[src/rtl/vga_pix_unpack_pkg.sv]
// Shared types and frame constants for the VGA pixel source and display timing stage.
package vga_pix_unpack_pkg;

    typedef enum logic [1:0] {
        IDLE  = 2'd0,
        FILL  = 2'd1,
        DRAIN = 2'd2
    } state_t;

    localparam int PIX_W       = 8;
    localparam int WORD_W      = 32;
    localparam int LANES       = WORD_W / PIX_W;
    localparam int H_ACTIVE    = 1280;
    localparam int V_ACTIVE    = 768;
    localparam int FRAME_WORDS = H_ACTIVE * V_ACTIVE / LANES;

    // Increment that sticks at all-ones instead of wrapping.
    function automatic logic [15:0] sat_inc16(input logic [15:0] v);
        return (v == 16'hFFFF) ? v : v + 16'd1;
    endfunction

endpackage

[src/rtl/vga_word_fifo.sv]
// Single-clock show-ahead word FIFO with occupancy count and synchronous flush.
module vga_word_fifo #(
    parameter int DEPTH = 16,
    parameter int W     = 32
) (
    input  logic                   vga_clk,
    input  logic                   rstn,
    input  logic                   flush,
    input  logic                   push,
    input  logic [W-1:0]           wdata,
    input  logic                   pop,
    output logic [W-1:0]           rdata,
    output logic [$clog2(DEPTH):0] count,
    output logic                   full,
    output logic                   empty
);
    localparam int AW = $clog2(DEPTH);
    localparam int CW = AW + 1;

    logic [W-1:0]  mem [DEPTH];
    logic [AW-1:0] wr_ptr;
    logic [AW-1:0] rd_ptr;
    logic          do_push;
    logic          do_pop;

    assign do_push = push && !full && !flush;
    assign do_pop  = pop && !empty && !flush;
    assign full    = (count == CW'(DEPTH));
    assign empty   = (count == '0);
    assign rdata   = mem[rd_ptr];

    // Storage array; contents need no reset because empty gates every read.
    always_ff @(posedge vga_clk) begin
        if (do_push) begin
            mem[wr_ptr] <= wdata;
        end
    end

    // Pointers wrap naturally at DEPTH (power of two); flush empties the buffer.
    always_ff @(posedge vga_clk or negedge rstn) begin
        if (!rstn) begin
            wr_ptr <= '0;
            rd_ptr <= '0;
            count  <= '0;
        end else if (flush) begin
            wr_ptr <= '0;
            rd_ptr <= '0;
            count  <= '0;
        end else begin
            if (do_push) begin
                wr_ptr <= wr_ptr + 1'b1;
            end
            if (do_pop) begin
                rd_ptr <= rd_ptr + 1'b1;
            end
            case ({do_push, do_pop})
                2'b10:   count <= count + 1'b1;
                2'b01:   count <= count - 1'b1;
                default: count <= count;
            endcase
        end
    end

endmodule

[src/rtl/vga_pix_unpack.sv]
// Word-to-pixel unpacker feeding the VGA timing stage: per-frame word budget,
// low-watermark read pacing, byte-lane serialisation and error flags.
//
// state | meaning
// IDLE  | no frame armed, inputs ignored
// FILL  | frame armed, words_left > 0, accepting words
// DRAIN | budget fetched, emptying the remaining buffered pixels
module vga_pix_unpack
    import vga_pix_unpack_pkg::*;
#(
    parameter int DEPTH       = 16,
    parameter int LOW_WM      = 8,
    parameter int FRAME_WORDS = vga_pix_unpack_pkg::FRAME_WORDS,
    parameter int CNT_W       = 18
) (
    input  logic        vga_clk,
    input  logic        rstn,
    input  logic        frame_start,
    output logic        word_req,
    input  logic        word_valid,
    input  logic [31:0] word_data,
    output logic        word_ready,
    input  logic        rfifo_req,
    output logic [7:0]  rfifo_data,
    output logic        FIFO_EMPTY,
    output logic        frame_done,
    output logic        overflow,
    output logic [15:0] underflow_cnt
);
    localparam int CW = $clog2(DEPTH) + 1;

    state_t            state;
    state_t            state_nxt;
    logic [CNT_W-1:0]  words_left;
    logic [1:0]        lane;
    logic [CW-1:0]     count;
    logic [CW-1:0]     count_nxt;
    logic              full;
    logic              empty;
    logic [WORD_W-1:0] head_word;
    logic              push;
    logic              pix_pop;
    logic              word_pop;
    logic              word_req_c;
    logic              frame_done_c;

    // frame_start wins over any push or pop in the same cycle.
    assign push       = word_valid && !full && (state == FILL) && !frame_start;
    assign pix_pop    = rfifo_req && !empty && !frame_start;
    assign word_pop   = pix_pop && (lane == 2'd3);
    assign word_ready = !full;
    assign FIFO_EMPTY = empty;
    assign rfifo_data = empty ? '0 : head_word[{lane, 3'b000} +: PIX_W];

    vga_word_fifo #(
        .DEPTH (DEPTH),
        .W     (WORD_W)
    ) u_fifo (
        .vga_clk (vga_clk),
        .rstn    (rstn),
        .flush   (frame_start),
        .push    (push),
        .wdata   (word_data),
        .pop     (word_pop),
        .rdata   (head_word),
        .count   (count),
        .full    (full),
        .empty   (empty)
    );

    // Occupancy after this cycle, used so pacing and drain detection see the upcoming value.
    always_comb begin
        count_nxt = count;
        case ({push, word_pop})
            2'b10:   count_nxt = count + 1'b1;
            2'b01:   count_nxt = count - 1'b1;
            default: count_nxt = count;
        endcase
    end

    // State register.
    always_ff @(posedge vga_clk or negedge rstn) begin
        if (!rstn) begin
            state <= IDLE;
        end else begin
            state <= state_nxt;
        end
    end

    // Next-state logic.
    always_comb begin
        state_nxt = state;
        if (frame_start) begin
            state_nxt = FILL;
        end else begin
            case (state)
                FILL:    if (push && words_left == CNT_W'(1)) state_nxt = DRAIN;
                DRAIN:   if (count_nxt == '0) state_nxt = IDLE;
                default: state_nxt = state;
            endcase
        end
    end

    // Output decode; word_req is held low for the frame_start cycle so DDR sees a clean restart.
    always_comb begin
        word_req_c   = !frame_start && (state_nxt == FILL) && (count_nxt <= CW'(LOW_WM));
        frame_done_c = !frame_start && (state == DRAIN) && (state_nxt == IDLE);
    end

    // Registered outputs, frame budget, byte lane and error flags.
    always_ff @(posedge vga_clk or negedge rstn) begin
        if (!rstn) begin
            word_req      <= 1'b0;
            frame_done    <= 1'b0;
            overflow      <= 1'b0;
            underflow_cnt <= '0;
            words_left    <= '0;
            lane          <= '0;
        end else begin
            word_req   <= word_req_c;
            frame_done <= frame_done_c;
            if (frame_start) begin
                overflow      <= 1'b0;
                underflow_cnt <= '0;
                words_left    <= CNT_W'(FRAME_WORDS);
                lane          <= '0;
            end else begin
                if (word_valid && full && state == FILL) begin
                    overflow <= 1'b1;
                end
                if (rfifo_req && empty) begin
                    underflow_cnt <= sat_inc16(underflow_cnt);
                end
                if (push && words_left != '0) begin
                    words_left <= words_left - 1'b1;
                end
                if (pix_pop) begin
                    lane <= lane + 1'b1;
                end
            end
        end
    end

endmodule

[config.mk]
export PLATFORM = sky130hd
export DESIGN_NAME = vga_pix_unpack
export DESIGN_NICKNAME = d
export VERILOG_FILES = /design/src/rtl/vga_pix_unpack_pkg.sv /design/src/rtl/vga_word_fifo.sv /design/src/rtl/vga_pix_unpack.sv
export SDC_FILE = /design/constraint.sdc
export NUM_CORES = 1
export LEC_CHECK = 0
export BUFFER_PORTS_ARGS = -buffer_cell sky130_fd_sc_hd__buf_2
export CORE_MARGIN = 2
export CORE_UTILIZATION = 55
export CTS_CLUSTER_DIAMETER = 60
export CTS_CLUSTER_SIZE = 25
export DETAILED_ROUTE_END_ITERATION = 10
export HOLD_SLACK_MARGIN = 0.02
export PLACE_DENSITY = 0.72
export SLEW_MARGIN = 15
export SYNTH_ARGS = -nofsm -noshare
export SYNTH_HDL_FRONTEND = slang
export SYNTH_SLANG_ARGS = --single-unit
[constraint.sdc]
create_clock -name vga_clk -period 8.1 [get_ports vga_clk]
set_input_delay 1.215 -clock vga_clk [delete_from_list [all_inputs] [get_ports vga_clk]]
set_output_delay 1.215 -clock vga_clk [all_outputs]
set_load 0.01 [all_outputs]
==> results of run 1 <==
==> flip-flops by register name (all words and copies together), names as in the netlist <==
signal         flops
words_left        18
u_fifo.wr_ptr      4
overflow           1
word_req           1
u_fifo.count       5
underflow_cnt     16
u_fifo.mem       512
frame_done         1
u_fifo.rd_ptr      4
lane               2
state              2
==> stage by stage <==
stage | hold slack (ps) | cell area, µm² | worst slack [ps] | util | total power (W)
floorplan | 481 | 22700 | 4560 | - | 0.00355
global placement | 477 | 23700 | 3710 | 0.580 | 0.00369
detailed placement | 491 | 23700 | 3600 | 0.580 | 0.00370
CTS | 507 | 24900 | 3120 | 0.610 | 0.00565
global route | 551 | 24900 | 2960 | 0.610 | 0.00578
finish | 509 | 24900 | 3160 | 0.610 | 0.00560
==> power by group <==
group / leakage, nW / internal (W) / switching (W)
Combinational: 1.98 / 0.000128 / 0.000243
Sequential: 5.32 / 0.00323 / 0.0000431
Clock: 0.584 / 0.000928 / 0.00103
Total: 7.88 / 0.00428 / 0.00132
==> final cells by class <==
type / instances / area [µm²]
sequential: 566 / 16700
fill: 2865 / 15900
multi-input combinational: 532 / 5650
clock buffer: 41 / 941
tap: 532 / 666
timing repair buffer: 91 / 533
clock inverter: 20 / 277
inverter: 23 / 86.3
==> per-layer routing <==
| metal | part of all wire | GRT usage |
|---|---|---|
| met5 | 0.00052 | 0 |
| met4 | 0.022 | 0.0601 |
| met3 | 0.069 | 0.0418 |
| met2 | 0.49 | 0.365 |
| met1 | 0.42 | 0.326 |
==> final timing paths <==
check | to | slack (ps) | cells after the start | from
max in group asynchronous | u_fifo.rd_ptr[1] | 6800 | 2 | rstn
worst min register to register | overflow | 510 | 2 | overflow
min in group asynchronous | u_fifo.count[1] | 780 | 2 | rstn
worst max-delay path | rfifo_data[6] | 3160 | 8 | u_fifo.rd_ptr[1]
worst max register to register | word_req | 3890 | 12 | u_fifo.count[0]
worst min-delay path | overflow | 510 | 2 | overflow
==> cell families (layout without fill, tap and decap cells) <==
kind of cell | after synthesis | count (layout) | share of synthesized area
flops | 566 | 566 | 0.736
mux | 155 | 155 | 0.143
simple gates | 203 | 203 | 0.0461
fa+ha+maj | 16 | 16 | 0.00881
buf+inv | 84 | 175 | 0.0165
xor+xnor | 39 | 39 | 0.0150
compound gates | 119 | 119 | 0.0346
==> layout by cell type, fill, tap and decap left out, drive strengths merged, types with 12 or more instances in the layout <==
master	netlist	routed
and2	16	16
o21ai	18	18
buf	27	91
xnor2	24	24
nor3	19	19
edfxtp	512	512
nand2	37	37
nor2	64	64
nand3	15	15
o22ai	18	18
o221ai	12	12
inv	23	31
a21oi	34	34
clkbuf	34	41
xor2	15	15
mux2i	18	18
dfrtp	54	54
mux4	136	136
ha	16	16
==> synthesized netlist by cell type (2+ instances only) <==
master and instances:
buf_6 2, dfrtp_1 54, nand2b_1 6, clkbuf_1 34
o211ai_1 3, o221ai_1 12, a21o_1 3, or3b_2 2
o311ai_0 6, nor3b_1 2, ha_1 16, a311oi_1 4
and2_1 16, mux2i_1 18, xor2_1 15, nor4_1 9
nand4_1 4, nand3b_1 3, o21ai_0 16, and3_1 2
nand3_1 15, nand2_1 37, or3_1 4, inv_1 23
a211oi_1 11, nor3_1 19, o21bai_1 5, and4_1 6
buf_1 4, edfxtp_1 512, or3b_1 2, xnor2_1 24
a21oi_1 33, o22ai_1 18, buf_2 14, mux4_2 136
buf_4 7, nor2_1 64
==> worst min-delay path: stages, from the launching register on <==
cell,delay [ps]
dfrtp_1,350
a31oi_1,40
nor2_1,80
==> impl_metrics.yaml, run 1 <==
timing:
  period_needed_ps: 4940
  fmax_ghz: 0.203
  maxSlewViolCount: 0
  timing.final.crit_share: 0.610
  hold_viol: 0
  setup_viol: 0
  slew_headroom: 0.423
  rsz0062_at_grt: "false"
  finalSetupTns_ps: 0
  worst_pin_slew_ps: 866
  finalClockSkew_ps: 31.8
synthesis:
  ys_ff_latch: 566
  syn-cell-area_mm2: 0.0227
  synth_top_area_frac: 0.676
  synthArstFlopShare: 0.0954
  yosysSeqAreaShare: 0.736
  synth_ff_type: "edfxtp_1"
  synth_top_area_cell: "edfxtp_1"
  yosys_warnings: 0
  synth_edf_count: 512
  syn-instance-count: 1182
  syn_nets: 1235
  avgSynthCellArea_um2: 19.2
  synth_area_leaders: "edfxtp_1 68%, mux4_2 13%, dfrtp_1 5.9%"
  synth_cell_types: 59
detailed_routing:
  drt_first_pass_iters: 5
  vias_per_cell: 6.29
  final_antenna_net_count: 0
  drc: 0
  wl_per_cell_um: 26.6
  first_iter_violations: 1295
  routed_wl_um: 47900
  via_count: 11355
grt:
  gr-total-overflow: 0
  grt_pass1_vias: 11395
  grt_first_pass_wirelength_um: 72100
  antenna_found_initial: 2
  grt_max_degree: 96
  grt_usage: 0.227
floorplan:
  rows: 74
  io-pin-count: 66
  dieArea_mm2: 0.0430
  die_w_um: 207
  start_util: 0.557
  core_area_mm2: 0.0408
  dieHeight_um: 207
worst_setup_path:
  cp_common_cell: "a21oi_1"
  crit_slowest_cell: "dfrtp_4"
  worst-path-max-fanout: 54
  max_stage_delay_ps: 880
  crit_path_cell_trace: "buf_4 > mux4_2 > and2_1 > a211oi_1 > a311oi_1 > a21oi_1 > a21oi_1 > buf_2"
  crit_family: "buffers and inverters"
  worst_setup_path_end_kind: "primary output"
  path_class: "reg2out"
  worstPathRequired_ps: 6880
  crit_arrival_ps: 3720
  crit_buf_inv: 2
  critPathLaunchType: "flip-flop"
pwr:
  max-vdd-ir-drop_uv: 185
  power.density_mw_per_mm2: 225
  p_leak_nw: 7.88
clock_network:
  cts_tree: "done"
  ctsRootBufferMaster: "clkbuf_16"
  ctsHtreeMaxLevel: 2
  clock-sinks: 566
  cts_setup_buffers: 0
  postCtsHoldBufs: 0
  cts_resized: 0
  path_clk_slew_ps: 90
  cts_inserted_buffers: 36
  clkLatencyLatePin_ps: 580
  cts.path.max_buffers: 3
outcome:
  run_status: "finished clean"
placed_design:
  gp_congestion: 0.786
  placedCellCount: 1744
  dpl.hpwl_um: 24300
  io_buffers: 65
job:
  cap_violations: 0
min_path:
  hold_path_class: "reg2reg"
final_layout:
  final_cell_count_no_fill: 1805
  syn2layout_area_growth_pct: 9.49
  nets: 1303
  drive_gt1_frac: 0.247
  diodes: 0
Note: power is estimated with default switching activity, not from simulation.
==> inputs of run 2 (changes only) <==
Clock period 8.1 ns to 4.6 ns, I/O delays scaled along.
==> impl_metrics.yaml, run 2 (same netlist as run 1, synthesis figures left out) <==
final_layout:
  fill_cells: 2828
  mostFrequentLayoutCell: "edfxtp_1"
  largest_reg_flops: 512
  diodes: 0
  drive_gt1_frac: 0.255
  largest_register: "u_fifo.mem"
  syn2layout_area_growth_pct: 10.2
  nets: 1313
  layout_common_cells: "512 x edfxtp_1, 136 x mux4_2, 65 x buf_2, 64 x nor2_1, 51 x dfrtp_1"
  top_regs: "u_fifo.mem: 512 flops, words_left: 18 flops, underflow_cnt: 16 flops"
  design_area_mm2: 0.0250
worst_setup_path:
  rrSetupSlack_ps: 1010
  worstPathRequired_ps: 3910
  crit_slowest_cell: "mux4_2"
  worst_setup_path_end_kind: "primary output"
  max_stage_delay_ps: 580
  cp_common_cell: "a21oi_1"
  crit_path_cell_trace: "buf_12 > mux4_2 > o311ai_0 > a21oi_1 > a21oi_1 > a21oi_1 > buf_2"
  critPathLaunchType: "flip-flop"
  crit_family: "compound AO/OA/AOI/OAI gates"
  worst-path-max-fanout: 84
  crit_buf_inv: 2
  path_class: "reg2out"
  crit_arrival_ps: 3420
timing:
  timing.final.crit_share: 0.893
  setup_viol: 0
  whs_ps: 258
  hold_viol: 0
  maxSlewViolCount: 0
  slew_headroom: 0.302
  setup_ws_ps: 491
  fmax_ghz: 0.243
  worst_pin_slew_ps: 1050
  finalSetupTns_ps: 0
  period_needed_ps: 4110
  rsz0062_at_grt: "false"
  finalClockSkew_ps: 29.4
grt:
  grt_pass1_vias: 11360
  antenna_found_initial: 5
  gr-total-overflow: 0
  grt_usage: 0.223
  grt_first_pass_wirelength_um: 71400
  grt_max_degree: 98
detailed_routing:
  drc: 0
  final_antenna_net_count: 0
  drt_first_pass_iters: 5
  routed_wl_um: 47100
  vias_per_cell: 6.26
  via_count: 11347
  first_iter_violations: 1105
  wl_per_cell_um: 26.0
floorplan:
  io-pin-count: 66
  dieHeight_um: 207
  dieArea_mm2: 0.0430
  die_w_um: 207
  rows: 74
  core_area_mm2: 0.0408
  start_util: 0.557
min_path:
  hold_path_class: "in2async"
pwr:
  power_frac_comb: 0.065
  internal_power_w: 0.00768
  switching_share: 0.226
  max-vdd-ir-drop_uv: 528
  p_leak_nw: 7.97
  power.density_mw_per_mm2: 397
  seq_power_share: 0.580
  p_clk_frac: 0.355
  switchingPower_w: 0.00225
placed_design:
  placed_cell_area_mm2: 0.0238
  io_buffers: 65
  dpl.hpwl_um: 27300
  place_ws_ps: 1020
  gp_congestion: 0.807
clock_network:
  clkLatencyLatePin_ps: 570
  ctsHtreeMaxLevel: 2
  cts_inserted_buffers: 36
  ctsRootBufferMaster: "clkbuf_16"
  cts_setup_buffers: 0
  cts.path.max_buffers: 3
  cts_tree: "done"
  path_clk_slew_ps: 90
  cts_resized: 0
  postCtsHoldBufs: 0
  clock-sinks: 566
outcome:
  run_status: "finished clean"
job:
  cap_violations: 0
## run 2: cell types whose count changed in the layout (fill, tap and decap cells not counted), moves of 2 or more
cell / previous run / this run
clkinvlp_4: 2 / 0
inv_16: 2 / 0
inv_12: 3 / 0
clkinv_4: 0 / 4
buf_12: 1 / 4
clkbuf_1: 4 / 1
clkinv_8: 6 / 4
buf_4: 25 / 32
inv_6: 1 / 4
bufinv_16: 1 / 4
## run 2: path summary, 6_finish.rpt
kind                                     to  cells past startpoint              from
max                           rfifo_data[4]                      7  u_fifo.rd_ptr[0]
min in group vga_clk               overflow                      3        word_valid
max in group asynchronous     words_left[4]                      2              rstn
min                        u_fifo.rd_ptr[2]                      1              rstn
max reg2reg                        word_req                     13   u_fifo.count[0]
min reg2reg                        overflow                      2          overflow
## run 2: final cells by class
cell class | instances | area (µm²) | area share
tap | 532 | 666 | 0.0266
multi-input combinational | 532 | 5650 | 0.226
clock buffer | 38 | 930 | 0.0371
sequential | 566 | 16700 | 0.668
clock inverter | 22 | 328 | 0.0131
timing repair buffer | 101 | 646 | 0.0258
inverter | 23 | 86.3 | 0.00345
## run 2: metrics by stage
step / std cells / utilization / total power (W)
5_1_grt: 1814 / 0.613 / 0.0103
4_1_cts: 1814 / 0.613 / 0.0100
3_3_place_gp: 1754 / 0.582 / 0.00650
2_1_floorplan: 1182 / - / 0.00624
3_5_place_dp: 1754 / 0.582 / 0.00652
6_report: 1814 / 0.613 / 0.00993
## run 2: power groups by stage
stage	Combinational (W)	Clock, W	Sequential, W
2_1_floorplan	0.000391	0	0.00585
3_5_place_dp	0.000649	0	0.00587
4_1_cts	0.000653	0.00359	0.00576
3_3_place_gp	0.000631	0	0.00587
6_report	0.000649	0.00353	0.00576
5_1_grt	0.000716	0.00378	0.00577
## run 2: worst register-to-register path, stage by stage (launching register included)
cell and delay, ps:
dfrtp_1 460, inv_1 120, ha_1 170, or4b_1 430, buf_4 220, nand3_1 240
nor2_1 100, ha_1 450, nor2_1 60, mux2_2 260, a221o_1 340, nor4_2 300
o22ai_1 170, a211oi_1 200
## run 2: layer usage
layer	wire, µm	up-vias	track usage	part of all wire
met3	3300	74	0.0455	0.070
met2	22700	370	0.353	0.48
met1	20100	5961	0.325	0.43
met4	982	10	0.0544	0.021
met5	68	-	0	0.0014
li1	-	4932	-	-
